--- config.mk ---
export PLATFORM = sky130hd
export DESIGN_NAME = button_conditioner
export DESIGN_NICKNAME = d
export VERILOG_FILES = /design/src/rtl/button_conditioner.sv
export SDC_FILE = /design/constraint.sdc
export NUM_CORES = 1
export LEC_CHECK = 0
export BUFFER_PORTS_ARGS = -buffer_cell sky130_fd_sc_hd__buf_4
export CORE_MARGIN = 2
export CORE_UTILIZATION = 50
export CTS_BUF_LIST = sky130_fd_sc_hd__clkbuf_2 sky130_fd_sc_hd__clkbuf_4 sky130_fd_sc_hd__clkbuf_8
export CTS_CLUSTER_DIAMETER = 120
export DETAILED_ROUTE_END_ITERATION = 6
export PLACE_DENSITY = 0.66
export SYNTH_ARGS = -nofsm -noshare
export SYNTH_HDL_FRONTEND = slang
export SYNTH_SLANG_ARGS = --single-unit
--- constraint.sdc ---
create_clock -name clk -period 6.3 [get_ports clk]
set_input_delay 1.89 -clock clk [delete_from_list [all_inputs] [get_ports clk]]
set_output_delay 1.89 -clock clk [all_outputs]
set_load 0.005 [all_outputs]
--- src/rtl/button_conditioner.sv ---
// button_conditioner: four-button front end. Synchronizes the raw levels,
// debounces each one, arbitrates new presses by priority (up > down > left > right)
// and optionally repeats the owning button's pulse while it stays held.
// Outputs are registered single-cycle pulses; at most one is high per cycle.
module button_conditioner #(
  parameter int DEBOUNCE_CYCLES = 1000000,
  parameter int CNT_W           = 20,
  parameter int REPEAT_DELAY    = 0,
  parameter int REPEAT_PERIOD   = 0
) (
  input  logic       clk,
  input  logic       reset,
  input  logic       up,
  input  logic       down,
  input  logic       left,
  input  logic       right,
  output logic       up_p,
  output logic       down_p,
  output logic       left_p,
  output logic       right_p,
  output logic [3:0] held,
  output logic       busy
);

  // Repeat runs only when both the delay and the period are configured.
  localparam logic             REPEAT_EN = (REPEAT_DELAY != 0) && (REPEAT_PERIOD != 0);
  localparam logic [CNT_W-1:0] DB_LAST   = CNT_W'(DEBOUNCE_CYCLES - 1);
  // The repeat counter counts down to zero, so loads are one less than the gap.
  localparam logic [CNT_W-1:0] RD_LOAD   = REPEAT_EN ? CNT_W'(REPEAT_DELAY - 1) : '0;
  localparam logic [CNT_W-1:0] RP_LOAD   = REPEAT_EN ? CNT_W'(REPEAT_PERIOD - 1) : '0;
  localparam logic [CNT_W-1:0] CNT_MAX   = '1;

  typedef enum logic {
    S_IDLE = 1'b0,
    S_HELD = 1'b1
  } state_t;

  // Bit order everywhere: {up, down, left, right}.
  logic [3:0]       raw_w;
  logic [3:0]       sync1_q;
  logic [3:0]       sync2_q;
  logic [CNT_W-1:0] db_cnt_q [4];
  logic [CNT_W-1:0] db_cnt_d [4];
  logic [3:0]       held_q;
  logic [3:0]       held_d;
  logic [3:0]       first_w;
  state_t           state_q;
  state_t           state_d;
  logic [3:0]       owner_q;
  logic [3:0]       owner_d;
  logic [CNT_W-1:0] rep_cnt_q;
  logic [CNT_W-1:0] rep_cnt_d;
  logic [3:0]       pulse_q;
  logic [3:0]       pulse_d;

  assign raw_w = {up, down, left, right};

  // Two-flop synchronizer per button.
  always_ff @(posedge clk or posedge reset) begin
    if (reset) begin
      sync1_q <= '0;
      sync2_q <= '0;
    end else begin
      sync1_q <= raw_w;
      sync2_q <= sync1_q;
    end
  end

  // Debounce: a level flips only after DEBOUNCE_CYCLES consecutive disagreeing samples.
  always_comb begin
    held_d = held_q;
    for (int i = 0; i < 4; i++) begin
      db_cnt_d[i] = db_cnt_q[i];
      if (sync2_q[i] == held_q[i]) begin
        db_cnt_d[i] = '0;
      end else if (db_cnt_q[i] == DB_LAST) begin
        held_d[i]   = ~held_q[i];
        db_cnt_d[i] = '0;
      end else if (db_cnt_q[i] != CNT_MAX) begin
        db_cnt_d[i] = db_cnt_q[i] + CNT_W'(1);
      end
    end
  end

  // Debounce counters and debounced levels.
  always_ff @(posedge clk or posedge reset) begin
    if (reset) begin
      for (int i = 0; i < 4; i++) db_cnt_q[i] <= '0;
      held_q <= '0;
    end else begin
      for (int i = 0; i < 4; i++) db_cnt_q[i] <= db_cnt_d[i];
      held_q <= held_d;
    end
  end

  // Fixed-priority pick of the highest held button.
  always_comb begin
    first_w = '0;
    if (held_q[3])      first_w = 4'b1000;
    else if (held_q[2]) first_w = 4'b0100;
    else if (held_q[1]) first_w = 4'b0010;
    else if (held_q[0]) first_w = 4'b0001;
  end

  // FSM next state: one pulse per press, then repeats for the owner only.
  // Once the owner lets go, ownership is dropped so no further repeats occur
  // until every button is released and the FSM returns to IDLE.
  always_comb begin
    state_d   = state_q;
    owner_d   = owner_q;
    rep_cnt_d = rep_cnt_q;
    pulse_d   = '0;
    case (state_q)
      S_IDLE: begin
        if (held_q != '0) begin
          pulse_d   = first_w;
          owner_d   = first_w;
          rep_cnt_d = RD_LOAD;
          state_d   = S_HELD;
        end
      end
      S_HELD: begin
        if (held_q == '0) begin
          state_d = S_IDLE;
          owner_d = '0;
        end else if ((owner_q & held_q) == '0) begin
          owner_d = '0;
        end else if (REPEAT_EN) begin
          if (rep_cnt_q == '0) begin
            pulse_d   = owner_q;
            rep_cnt_d = RP_LOAD;
          end else begin
            rep_cnt_d = rep_cnt_q - CNT_W'(1);
          end
        end
      end
      default: state_d = S_IDLE;
    endcase
  end

  // FSM state, owner, repeat counter and registered pulses.
  always_ff @(posedge clk or posedge reset) begin
    if (reset) begin
      state_q   <= S_IDLE;
      owner_q   <= '0;
      rep_cnt_q <= '0;
      pulse_q   <= '0;
    end else begin
      state_q   <= state_d;
      owner_q   <= owner_d;
      rep_cnt_q <= rep_cnt_d;
      pulse_q   <= pulse_d;
    end
  end

  assign up_p    = pulse_q[3];
  assign down_p  = pulse_q[2];
  assign left_p  = pulse_q[1];
  assign right_p = pulse_q[0];
  assign held    = held_q;
  assign busy    = (state_q == S_HELD);

endmodule
# Word-level counts from Yosys, hierarchy flattened
# Index checks and enable logic that the tools add are counted.
# op_classes
add_sub_neg,4
eq_ne,12
muxes,21
n_bitwise,9
n_reduce_logical,10
# op_table
operator,count
2-to-1 mux 20 bit,12
"adder 20 x 1 -> 20 bit, second input constant",4
"== test 20 bit, second input constant",4
"inequality test 20 bit, second input constant",4
2-to-1 mux 4 bit,3
nonzero test 3 bit,4
inverter 1 bit,9
AND reduction 2 bit,4
== test 1 bit,4
zero test 4 bit,1
nonzero test 4 bit,1
2-to-1 mux 1 bit,3
2-to-1 mux 3 bit,1
2-to-1 mux 2 bit,1
one-hot mux 1 bit (2 select lines),1
# word_totals
register_bits,97
input_bits,6
out_inout_bits,9
wordCells,68

# Longest topological paths before layout
# logic_depth
ltp_word,6
ltp_mapped,7
ltp_nobuf,5

# Least setup slack after synthesis
# No wires, ideal clock.
# synth_path
path_type,register -> output
start,"reg held_q[3], in the netlist held[3]"
end,out held[3]
arrival_time_ps,422
required_time_ps,4410
path_slack_ps,3988
stages_incl_launch_ff,1
path_buffers,0
path_cell_list,dfrtp_1
# synth_rtl
element,line_no,text
start: declaration,44,logic [3:0] held_q;
start signal: assignment,92,held_q <= held_d;
end: declaration,21,"output logic [3:0] held,"
# No word-level cell between the ends.

# Worst setup path in the final report
# layout_path
start,"reg held_q[1], in the netlist held[1]"
end,out held[1]
# No word-level cell between the ends.

==> metrics.txt <==
status=finished clean; DIE AREA=11400 um2; hold buffer count at cts=0; CP Buf/Inv Count=1; Placed Area=~5500 um2; Post-synth EDFFs=0; Worst Path Required=around 4.4 ns; cells after synthesis=between 500 and 600; postcts setup bufs=0; Worst IR Drop VDD=109 uV; utilization after layout=between 50% and 60%; clk buf depth=2; initial antenna violation count=0; vias in the first global route=4158; gr ovfl total=0; Via density=approximately 6.4; Clk pin slew, worst setup/hold paths=roughly 0.09 ns; hold path startpoint=sync1_q[1]; Pwr Total=approximately 1.2 mW; critical path, cell by cell=buf_4; Synth Area per Inst=9.43 um2; Final Hold Viols=0; Area Overhead vs Synth=8.63%; Die Wd=about 110 um; max-slew violation count=0; Power Density=between 200 and 250 nW/um2; hold depth=0; Worst path max stage delay=approximately 0.5 ns; Pleak=2.16 nW; Vias=approximately 4500; Fmax=~340 MHz; Min-Delay Endpoint=sync2_q[1]; slew of the pin with the lowest slew margin=approximately 1.1 ns; Async S/R FF share, synth=100%; final WL=roughly 12 mm; leading area contributor after synthesis=dfrtp_1; Syn Std Cell Area=5260 um2; CP delay by family, top=flip-flops; CP max stage cell=dfrtp_1; Detailed Route Iter0 Violations=~270; Distinct cells, synth=52; Die Ht=107 um; unrepaired setup endpoints after global routing=no; setup TNS=0 ns; CTS tree=built; Slew headroom=around 25%; top cells by area, synth=dfrtp_1, a21oi_1, nand4_1, mux2i_1, nor3_1; clock latency on the worst-skew pair=between 0.3 and 0.4 ns; RR Startpoint=db_cnt_q[40]; Residual DRC=0; Cell Rows=37; crit path kind=reg2out; antenna-violating nets left=0; number of H-tree levels=3; Tmin final=2.93 ns; final worst slack=roughly 3.4 ns; main flop type after synthesis=dfrtp_1; Buffers on Ports=14; Seq/Total Area, Yosys=a little under half; Clock Skews=0.0153 ns; Clk Tree Root Cell=clkbuf_8; Final Setup Violations=0; worst reg2reg setup slack=about 3.8 ns; Finished Cell Area=5720 um2; top cell type's share of synthesized area=46.1%; post-CTS sizing=0; final net count=approximately 570; Total Routing Usage GR=between 20% and 30%; share of cells above drive strength 1=under 10%; clk sinks=between 90 and 100; largest net degree at the start of global routing=between 70 and 80; Core Footprint=between 10000 and 15000 um2; syn nets=568; CTS Buf Count=9; I/O pin count=15; Ys Warns=0; first-pass GRT wire length=between 20 and 25 mm; iteration count of the initial detailed-routing pass=5; Final HPWL DP=~7.9 mm; class of the tightest hold or removal check=reg2reg; filler instances=~960; Setup WS pre-CTS=3.23 ns; WL per Instance=approximately 17 um; MaxCap Viol Count=0; reg2reg path depth=5; reg-to-reg endpoint=db_cnt_q[51]; WP data arrival=about 1.0 ns; startpoint type of the worst setup path=flop; n_diodes=0; flops & latches, synth=between 90 and 100; Initial Util=between 50% and 60%; period utilization=46.4%; routability cong.=0.847; Max Fanout on Critical Path=6; Crit. End Element=output pin
through the flow:
| stage | hold slack (ns) | cells |
|---|---|---|
| final | 0.350 | 702 |
| after global routing | 0.371 | 702 |
| after CTS | 0.357 | 702 |
| after detailed placement | 0.343 | 686 |
| after global placement | 0.335 | 686 |
| after floorplan | 0.331 | 558 |
how the worst max path moves through the flow:
stage	from	end	slack, ns	cells after the start
global route	held[3]	held[3]	3.31	1
finish	held[1]	held[1]	3.37	1
floorplan	reset	busy	1.88	1
global placement	reset	db_cnt_q[3]	3.25	3
detailed placement	reset	db_cnt_q[72]	3.23	3
CTS	held[3]	held[3]	3.36	1
power breakdown:
part	switching (mW)	internal, mW
Combinational	0.0299	0.0144
Sequential	0.00859	0.631
Clock	0.219	0.279
Total	0.257	0.924
placed cells by master (no fill, tap or decap), types with 2 or more instances in the layout:
cell        n
and3_1     15
nor3b_1     2
xor2_1      5
nor2b_1     2
nor4_1      8
mux2i_1    16
inv_1       9
nor4b_1     9
nand3_1    31
nand2b_1   13
nor2_1     30
dfrtp_1    97
o21ai_0    13
nor3_1     32
nand2_1    29
mux2_2      4
o31ai_1    15
a41oi_1     3
o211ai_1   13
a21oi_1    49
a31oi_1    10
o21ai_1     3
bufinv_16   3
nand4b_1    2
or4_1      13
nand4_1    26
a211oi_1   15
and4_1     13
o41ai_1     4
ha_1        4
nor4_2      2
or2_2       3
or3_1      13
clkbuf_8   10
a21boi_0    3
a311oi_1    3
o2111ai_1   2
buf_4      19
a31o_2      2
and2_1      4
flip-flops by register name, indices dropped and copies added, names as in the netlist:
name / count
pulse_q: 4
sync2_q: 4
held: 4
db_cnt_q: 80
busy: 1
sync1_q: 4
worst reg2reg max path: stages, from the launching register on:
cell and delay, ns:
dfrtp_1 0.41, ha_1 0.21, nand2_1 0.14, or3_1 0.52, o21ai_1 0.91, nor3_1 0.16
Yosys cell counts, drive strengths merged (4+ instances only):
cell and number:
dfrtp 97, a21oi 50, nand3 32, nor3 32
nor2 30, nand2 29, nand4 26, clkbuf 21
mux2i 16, o21ai 16, a211oi 15, and3 15
o31ai 15, or4 14, and4 13, nand2b 13
o211ai 13, or3 13, a31oi 10, inv 10
nor4 10, nor4b 9, buf 6, xor2 5
and2 4, ha 4, mux2 4, o41ai 4
layout make-up:
type | count | area, um2 | area share (%)
well taps | 136 | 170 | 2.98
flip-flops and latches | 97 | 2430 | 42.5
clock inverters | 5 | 103 | 1.80
repair buffers | 19 | 143 | 2.50
inverters | 10 | 40.0 | 0.701
clock buffers | 11 | 145 | 2.54
multi-input cells | 424 | 2690 | 47.0
per-layer routing:
| metal | vias to the layer above | GRT usage [%] | part of all wire, % |
|---|---|---|---|
| li1 | 2187 | - | - |
| met1 | 2197 | 31.8 | 49 |
| met2 | 96 | 32.9 | 46 |
| met3 | 12 | 3.59 | 4.0 |
| met4 | 0 | 6.96 | 1.4 |
| met5 | - | 0 | 0 |
kinds of logic after synthesis:
| family | synth area share [%] |
|---|---|
| multiplexers | 3.90 |
| AO/OA/AOI/OAI | 17.7 |
| AND/OR/NAND/NOR | 27.6 |
| XOR/XNOR | 0.999 |
| buffers and inverters | 2.78 |
| adder cells (fa/ha/maj) | 0.951 |
| flip-flops | 46.1 |
Note: power is estimated with default switching activity, not from simulation.
